$ cat src/rtl/butterfly_pipe.sv
// butterfly_pipe: 3-stage radix-2 DIT butterfly with valid/ready, per-beat scaling, conj-twiddle mode, sticky overflow.
// Optional macro BFLY_ROUND_EN selects round-half-up on the >>F product shift and >>1 scale shift (truncation otherwise).
module butterfly_pipe #(
  parameter int W = 16,
  parameter int F = 15
) (
  input  logic                i_clk,
  input  logic                i_rst_n,
  input  logic                i_valid,
  output logic                o_ready,
  input  logic signed [W-1:0] i_even [0:1],
  input  logic signed [W-1:0] i_odd  [0:1],
  input  logic signed [W-1:0] i_twi  [0:1],
  input  logic                i_inv,
  input  logic                i_scale,
  input  logic                i_clr_ovf,
  output logic                o_valid,
  input  logic                i_ready,
  output logic signed [W-1:0] o_top  [0:1],
  output logic signed [W-1:0] o_btm  [0:1],
  output logic                o_ovf
);
  localparam int PW = 2*W;
  localparam int SW = 2*W + 1;
  localparam int TW = 2*W + 2 - F;

`ifdef BFLY_ROUND_EN
  localparam logic signed [SW-1:0] PROD_BIAS  = (SW'(1) << F) >> 1;
  localparam logic signed [TW-1:0] SCALE_BIAS = TW'(1);
`else
  localparam logic signed [SW-1:0] PROD_BIAS  = '0;
  localparam logic signed [TW-1:0] SCALE_BIAS = '0;
`endif

  localparam logic signed [TW-1:0] SAT_MAX = {{(TW-W+1){1'b0}}, {(W-1){1'b1}}};
  localparam logic signed [TW-1:0] SAT_MIN = {{(TW-W+1){1'b1}}, {(W-1){1'b0}}};

  logic                w_adv;
  logic                r_s1_valid, r_s1_inv, r_s1_scale;
  logic signed [W-1:0] r_s1_even [0:1];
  logic signed [W-1:0] r_s1_odd  [0:1];
  logic signed [W-1:0] r_s1_twi  [0:1];

  logic                 r_s2_valid, r_s2_inv, r_s2_scale;
  logic signed [W-1:0]  r_s2_even [0:1];
  logic signed [PW-1:0] r_s2_p_rr, r_s2_p_ii, r_s2_p_ri, r_s2_p_ir;

  logic signed [SW-1:0] w_rr, w_ii, w_ri, w_ir;
  logic signed [SW-1:0] w_prod    [0:1];
  logic signed [W-1:0]  w_top_sat [0:1];
  logic signed [W-1:0]  w_btm_sat [0:1];
  logic [1:0]           w_sat_top, w_sat_btm;

  logic                r_valid, r_ovf;
  logic signed [W-1:0] r_top [0:1];
  logic signed [W-1:0] r_btm [0:1];

  // Global stall: every stage moves together whenever the output slot is free or being drained.
  assign w_adv   = !r_valid || i_ready;
  assign o_ready = w_adv;

  always_ff @(posedge i_clk or negedge i_rst_n) begin
    if (!i_rst_n) begin
      r_s1_valid <= 1'b0;
      r_s1_inv   <= 1'b0;
      r_s1_scale <= 1'b0;
      for (int k = 0; k < 2; k++) begin
        r_s1_even[k] <= '0;
        r_s1_odd[k]  <= '0;
        r_s1_twi[k]  <= '0;
      end
    end else if (w_adv) begin
      r_s1_valid <= i_valid;
      r_s1_inv   <= i_inv;
      r_s1_scale <= i_scale;
      r_s1_even  <= i_even;
      r_s1_odd   <= i_odd;
      r_s1_twi   <= i_twi;
    end
  end

  always_ff @(posedge i_clk or negedge i_rst_n) begin
    if (!i_rst_n) begin
      r_s2_valid <= 1'b0;
      r_s2_inv   <= 1'b0;
      r_s2_scale <= 1'b0;
      r_s2_p_rr  <= '0;
      r_s2_p_ii  <= '0;
      r_s2_p_ri  <= '0;
      r_s2_p_ir  <= '0;
      for (int k = 0; k < 2; k++) begin
        r_s2_even[k] <= '0;
      end
    end else if (w_adv) begin
      r_s2_valid <= r_s1_valid;
      r_s2_inv   <= r_s1_inv;
      r_s2_scale <= r_s1_scale;
      r_s2_even  <= r_s1_even;
      r_s2_p_rr  <= PW'(r_s1_odd[0]) * PW'(r_s1_twi[0]);
      r_s2_p_ii  <= PW'(r_s1_odd[1]) * PW'(r_s1_twi[1]);
      r_s2_p_ri  <= PW'(r_s1_odd[0]) * PW'(r_s1_twi[1]);
      r_s2_p_ir  <= PW'(r_s1_odd[1]) * PW'(r_s1_twi[0]);
    end
  end

  assign w_rr = {r_s2_p_rr[PW-1], r_s2_p_rr};
  assign w_ii = {r_s2_p_ii[PW-1], r_s2_p_ii};
  assign w_ri = {r_s2_p_ri[PW-1], r_s2_p_ri};
  assign w_ir = {r_s2_p_ir[PW-1], r_s2_p_ir};

  // Conjugation lives in the sum so a twiddle imag of -2^(W-1) never needs negating.
  assign w_prod[0] = r_s2_inv ? (w_rr + w_ii) : (w_rr - w_ii);
  assign w_prod[1] = r_s2_inv ? (w_ir - w_ri) : (w_ri + w_ir);

  genvar gi;
  generate
    for (gi = 0; gi < 2; gi++) begin : g_comp
      logic signed [SW-1:0] w_prod_sh;
      logic signed [TW-1:0] w_prod_q, w_even_x, w_top_f, w_btm_f, w_top_s, w_btm_s;

      assign w_prod_sh = (w_prod[gi] + PROD_BIAS) >>> F;
      assign w_prod_q  = TW'(w_prod_sh);
      assign w_even_x  = TW'(r_s2_even[gi]);
      assign w_top_f   = w_even_x + w_prod_q;
      assign w_btm_f   = w_even_x - w_prod_q;
      assign w_top_s   = r_s2_scale ? ((w_top_f + SCALE_BIAS) >>> 1) : w_top_f;
      assign w_btm_s   = r_s2_scale ? ((w_btm_f + SCALE_BIAS) >>> 1) : w_btm_f;

      assign w_sat_top[gi] = (w_top_s > SAT_MAX) || (w_top_s < SAT_MIN);
      assign w_sat_btm[gi] = (w_btm_s > SAT_MAX) || (w_btm_s < SAT_MIN);
      assign w_top_sat[gi] = (w_top_s > SAT_MAX) ? SAT_MAX[W-1:0] :
                             (w_top_s < SAT_MIN) ? SAT_MIN[W-1:0] : w_top_s[W-1:0];
      assign w_btm_sat[gi] = (w_btm_s > SAT_MAX) ? SAT_MAX[W-1:0] :
                             (w_btm_s < SAT_MIN) ? SAT_MIN[W-1:0] : w_btm_s[W-1:0];
    end
  endgenerate

  always_ff @(posedge i_clk or negedge i_rst_n) begin
    if (!i_rst_n) begin
      r_valid <= 1'b0;
      r_ovf   <= 1'b0;
      for (int k = 0; k < 2; k++) begin
        r_top[k] <= '0;
        r_btm[k] <= '0;
      end
    end else begin
      if (w_adv) begin
        r_valid <= r_s2_valid;
        r_top   <= w_top_sat;
        r_btm   <= w_btm_sat;
      end
      // A saturating output beat outranks a clear in the same cycle.
      if (w_adv && r_s2_valid && (|{w_sat_top, w_sat_btm})) begin
        r_ovf <= 1'b1;
      end else if (i_clr_ovf) begin
        r_ovf <= 1'b0;
      end
    end
  end

  assign o_valid = r_valid;
  assign o_top   = r_top;
  assign o_btm   = r_btm;
  assign o_ovf   = r_ovf;

endmodule

$ cat config.mk
export PLATFORM = sky130hd
export DESIGN_NAME = butterfly_pipe
export DESIGN_NICKNAME = d
export VERILOG_FILES = /design/src/rtl/butterfly_pipe.sv
export SDC_FILE = /design/constraint.sdc
export NUM_CORES = 2
export LEC_CHECK = 0
export CAP_MARGIN = 10
export CELL_PAD_IN_SITES_DETAIL_PLACEMENT = 1
export CELL_PAD_IN_SITES_GLOBAL_PLACEMENT = 2
export CORE_MARGIN = 5
export CORE_UTILIZATION = 40
export DETAILED_ROUTE_END_ITERATION = 10
export PLACE_DENSITY = 0.79
export RECOVER_POWER = 25
export SLEW_MARGIN = 20
export SYNTH_ARGS = -nofsm -noshare
export SYNTH_HDL_FRONTEND = slang
export SYNTH_SLANG_ARGS = --single-unit
$ cat constraint.sdc
create_clock -name i_clk -period 9 [get_ports i_clk]
set_input_delay 0.9 -clock i_clk [delete_from_list [all_inputs] [get_ports i_clk]]
set_output_delay 0.9 -clock i_clk [all_outputs]
set_load 0.005 [all_outputs]
==> results by group <==
Floorplan
  – Num ports: 170
  – Die Ht: 394 µm
  – Die width: 394 µm
  – Die area: 0.156 mm²
  – Core area: 0.147 mm²
  – Row cnt: 141
  – Starting Density: 40.1%

Global route
  – First-pass GRT wire length: 297000 µm
  – Initial antenna violation count: 5
  – Pin count of the biggest net entering global routing: 183
  – Total gr overflow: 0
  – GRT Overall Usage: 24.4%
  – Vias in the first global route: 50500

Worst setup path
  – R2R depth: 21
  – Critical-path top delay cell: dfrtp_1
  – Critical path peak fanout: 17
  – WP buf/inv: 4
  – Crit-path cells: buf_4 > nand2_1 > inv_1 > fa_1 > fa_1 > inv_1 > fa_1 > fa_1 > fa_1 > fa_1 > inv_1 > ha_1 > a21oi_1 > nor2b_1 > or4_1 > o311ai_1 > a21oi_1 > or4_1 > a31oi_1 > xnor2_1 > o21ai_0
  – Critical path capture point type: register
  – Delay-heaviest family, CP: adder cells
  – RR Endpoint: r_s2_p_rr[31]
  – WS Path Type: register to register
  – Critical path data arrival time: 8230 ps
  – R2r startpoint: r_s1_odd[31]
  – Critical Path RT: 9470 ps
  – CP Launch Type: register
  – Most used cell, CP: fa_1
  – Reg2reg setup slack: 1240 ps
  – Delay of the slowest critical-path stage: 1050 ps

Clocking
  – Gates resized, CTS repair: 0
  – Worst-Skew Late Latency: 650 ps
  – Worst-path clk slew: 70 ps
  – TritonCTS buffer count: 47
  – Number of H-tree levels: 2
  – CTS tree: yes
  – Clock sinks: 328
  – Hold Buf Count CTS: 0
  – Clk Tree Root Cell: clkbuf_16
  – Max Root-Sink Buffers: 3
  – Setup bufs post-CTS: 0

Routing
  – Routed Antenna Nets: 0
  – Via density: 5.17
  – First-pass DRT Iterations: 4
  – Drt drc: 0
  – Via count: 45000
  – Routed WL: 187000 µm
  – Iteration-0 DRC Markers: 2300
  – WL/cell: 21.5 µm

STA
  – Setup TNS: 0 ps
  – Maximum clock frequency: 129 MHz
  – Setup violators final: 0
  – Fin. max-slew vios: 233
  – Final setup skew: 26.3 ps
  – Period utilization: 86.2%
  – Slew headroom: -148%
  – RSZ-0062 raised after global routing: false
  – Period minus WS final: 7760 ps
  – Final count of hold timing violations: 0
  – Worst Max-Slew Pin Slew: 3720 ps

Logic synthesis
  – Syn avg cell area: 8.81 µm²
  – Distinct cells, synth: 92
  – Count of warnings emitted by yosys: 0
  – Synth area leaders: fa_1 (36%), dfrtp_1 (14%), ha_1 (10%)
  – Post-synthesis register bit count: 328
  – Post-Syn Nets: 8343
  – Cell area after synthesis: 0.0591 mm²
  – EDFF count, synth: 0
  – Ys flop type: dfrtp_1
  – Post-synthesis sequential area ratio: 13.9%
  – Async set-reset flop share out of synthesis: 100%
  – Area share of the largest cell type after synthesis: 35.6%
  – Synthesized netlist cell count: 6710
  – Synth area leader: fa_1

Layout
  – P&R area growth vs syn: 9.52%
  – Final #Nets: 8374
  – Layout cells sized above 1: 3.94%

Hold path
  – Hold Path Sink: g_comp[1].w_even_x[12]
  – Hold crit path type: register to register
  – Hold depth: 2
  – Hold_sp: r_s1_even[12]

Place
  – Final HPWL DP: 152000 µm
  – Port Buf Inserts: 169
  – GPL Wtd Cong: 0.877

Outcome
  – Failing checks: max-capacitance violations, max-slew violations
  – Status: finished with violations

Job
  – Max-cap violations: 3
-- cell families (layout without fill, tap and decap cells) --
kind of cell | after synthesis | count (layout) | synth area share [%]
AOI/OAI and AO/OA | 796 | 796 | 8.66
xor gates and xnor gates | 299 | 299 | 4.43
adders and majority gates | 1530 | 1530 | 45.8
buffers and inverters | 1542 | 1610 | 9.86
DFF | 328 | 328 | 13.9
muxes | 29 | 29 | 0.506
other | 0 | 1 | 0
and+or+nand+nor | 2186 | 2186 | 16.9
-- per-layer routing --
metal  wire (µm)  share of wire (%)  vias to the layer above  global-route usage (%)
met5           0                  0                        -                       0
met4        4120                2.2                        0                    4.87
met3        9090                4.8                      177                    3.49
met2       88400                 47                      815                    40.9
met1       85800                 46                    23500                    33.9
li1            -                  -                    20600                       -
-- synthesized netlist by cell type (15+ instances only) --
| master | instances |
|---|---|
| a31oi_1 | 27 |
| mux2i_1 | 22 |
| nand2_1 | 1208 |
| a22o_1 | 15 |
| o21bai_1 | 32 |
| ha_1 | 478 |
| o211ai_1 | 31 |
| and2_1 | 409 |
| nor2_1 | 253 |
| inv_1 | 1228 |
| nor3_1 | 51 |
| a211oi_1 | 47 |
| a21o_1 | 79 |
| xnor2_1 | 187 |
| o21a_1 | 25 |
| xor2_1 | 112 |
| o31ai_1 | 16 |
| o21ai_0 | 168 |
| nor2b_1 | 29 |
| dfrtp_1 | 328 |
| clkbuf_1 | 291 |
| fa_1 | 1052 |
| nand3_1 | 43 |
| a21oi_1 | 252 |
| nand2b_1 | 91 |
| or2_2 | 19 |
-- sequential cells by signal, summed over array words and instances (netlist names), 32 cells and up --
register         count
g_comp.w_even_x     32
o_btm               32
o_top               32
r_s1_even           32
r_s1_odd            32
r_s1_twi            32
r_s2_p_ii           32
r_s2_p_ir           32
r_s2_p_ri           32
r_s2_p_rr           32
-- worst min-delay path, stage by stage, from the launching register on --
cell and delay (ps):
dfrtp_1 340, nand2_1 50, nand2_1 60
-- how the worst max path moves through the flow --
stage                          to    startpoint  cells past startpoint  slack, ps
finish              r_s2_p_rr[31]  r_s1_odd[31]                     21       1240
global route                o_ovf  r_s2_p_ri[2]                     25        520
CTS                         o_ovf  r_s2_p_ri[0]                     26       1210
detailed placement          o_ovf  r_s2_p_ri[0]                     26       1260
global placement         o_btm[7]  r_s2_p_ri[0]                     27       1440
floorplan           r_s2_p_rr[31]  r_s1_odd[31]                     21       2550
-- metrics by stage --
step           instances  hold slack, ps  worst slack [ps]  util (%)  area, µm²
4_1_cts             8708             204              1210      43.9      64700
2_1_floorplan       6710             439              2550         -      59100
6_report            8709             469              1240      43.9      64700
3_5_place_dp        8622             462              1260      42.8      63000
3_3_place_gp        8622             452              1440      42.8      63000
5_1_grt             8708             487               521      43.9      64700
-- cell usage in the layout, fill, tap and decap left out, types with 19 or more instances in the layout --
master	instances
and2_1	409
a21o_1	79
xor2_1	112
o211ai_1	31
nor3_1	51
or2_2	19
inv_1	1227
clkbuf_16	47
nand3_1	43
xnor2_1	187
ha_1	478
nand2b_1	91
a31oi_1	27
fa_1	1052
nor2b_1	28
nor2_1	253
clkdlybuf4s50_1	168
o21a_1	25
o21bai_1	32
a21oi_1	251
nand2_1	1208
o21ai_0	168
buf_4	118
mux2i_1	22
a211oi_1	47
dfrtp_1	324
-- area by class of cell --
class                   instances  area, µm²
repair buffers                292       2640
inverters                    1232       4630
well taps                    1930       2410
multi-input cells            4840      45100
diodes                          1       2.50
clock inverters                21        410
clock buffers                  65       1330
fillers                     17100      82600
flip-flops and latches        328       8210
Power is left out: the tool's default activity adds up to more than one toggle a clock period on the data nets, which glitch-free logic cannot reach.
==> RTL edit: new RTL, same settings <==
The parameter `F` goes from 15 to 16.
--- a/src/rtl/butterfly_pipe.sv
+++ b/src/rtl/butterfly_pipe.sv
@@ -3,5 +3,5 @@
 module butterfly_pipe #(
   parameter int W = 16,
-  parameter int F = 15
+  parameter int F = 16
 ) (
   input  logic                i_clk,
Function: changed (a bounded check fails within 4 cycles, from zero or initial values and one cycle with i_rst_n low).
==> RTL edit against the original RTL <==
- sequential cell count did not move
- cell area fell by 0.81%
- count of clock-buffer cells in the layout rose by 1
- via count fell by 0.89%
- die area fell by 0.35%
- the run still ends with max-capacitance violations, max-slew violations left
- critical path depth rose by 2
- sequential share of layout area rose by 0.11 points
- setup slack got worse by 120 ps
- area after synthesis fell by 0.36%
- global-route usage fell by 0.39 points
- wire length fell by 2.3%
Power is left out: the tool's default activity adds up to more than one toggle a clock period on the data nets, which glitch-free logic cannot reach.
==> RTL edit: results (changes against the original RTL) <==
metric,value,unit,change
dp_slack,1270,ps,+4.59 ps
max_stage_delay,1100,ps,+50 ps
synth_area_leaders,"fa_1 (36%), dfrtp_1 (14%), ha_1 (10%)",,
vias,44646,,-0.89%
grt_util_met3,4.92,%,+1.4 points
slew_viol_final,241,,+3.4%
path_max_fanout,25,,+8
synth_fp_nets,8289,,-0.65%
grtUsageMet2,39.7,%,-1.2 points
status,finished with violations,,
antenna_found_initial,16,,+11
clk_latency,680,ps,+30 ps
use_met1,31.2,%,-2.7 points
nFillCells,16940,,-0.72%
placed_cells,8553,,-0.80%
grtUsageTotal,24.0,%,-0.39 points
grt_max_degree,155,,-15%
seq_area,0.00821,mm2,about the same
grt_first_pass_wirelength,291000,um,-2.2%
synth.distinct_cells,97,,+5.4%
drv_cap,4,,+1
synth_common_cells,"inv_1 (1,221), nand2_1 (1,137), fa_1 (1,052), ha_1 (470), and2_1 (432)",,
hold_ws,466,ps,-3.09 ps
dp_hpwl,150000,um,-1.9%
grt_pass1_vias,50257,,-0.49%
fmax,0.127,GHz,-1.5%
gp_congestion,0.861,,-1.8%
r2r_slack,1120,ps,-120 ps
ys_seq_area_share,13.9,%,+0.050 points
cts-root-buf,clkbuf_16,,
post-cts-setup-buffers,0,,unchanged
hold_end,r_s1_even[27],,
drive_gt1_share,3.90,%,-0.042 points
r2r_start,r_s1_twi[21],,
netlist_instances,6664,,-0.69%
drt_pre_antenna_iters,5,,+1
drtIter0Drc,2197,,-4.5%
place_area,0.0626,mm2,-0.69%
reg2reg_to,r_s2_p_ir[30],,
viasPerCell,5.17,,-0.13%
violations,"max-capacitance violations, max-slew violations",,
wirelength,183000,um,-2.3%
skew,38.8,ps,+12.6 ps
min_from,r_s1_even[27],,
r2r_cells,23,,+9.5%
RTL edit: kinds of logic (layout without fill, tap and decap cells):
kind of cell	after synthesis	count (layout)	share of synthesized area (%)
other	0	4	0
flip-flops	328	328	13.9
XOR/XNOR	288	288	4.30
adder cells (fa/ha/maj)	1522	1522	45.8
multiplexers	27	27	0.480
buffers and inverters	1536	1594	10.1
AND/OR/NAND/NOR	2166	2166	16.9
AO/OA/AOI/OAI	797	797	8.59
RTL edit: final cells by class:
class | instances | share of cell area, %
Antenna cell | 4 | 0.0156
Timing Repair Buffer | 285 | 4.00
Sequential cell | 328 | 12.8
Multi-Input combinational cell | 4800 | 69.7
Tap cell | 1917 | 3.74
Inverter | 1223 | 7.16
Clock inverter | 20 | 0.495
Clock buffer | 66 | 2.07
RTL edit: metal layers:
metal,vias up,share of wire (%)
met2,762,47
met3,263,5.6
met5,-,0.12
li1,20422,-
met1,23181,43
met4,18,4.3
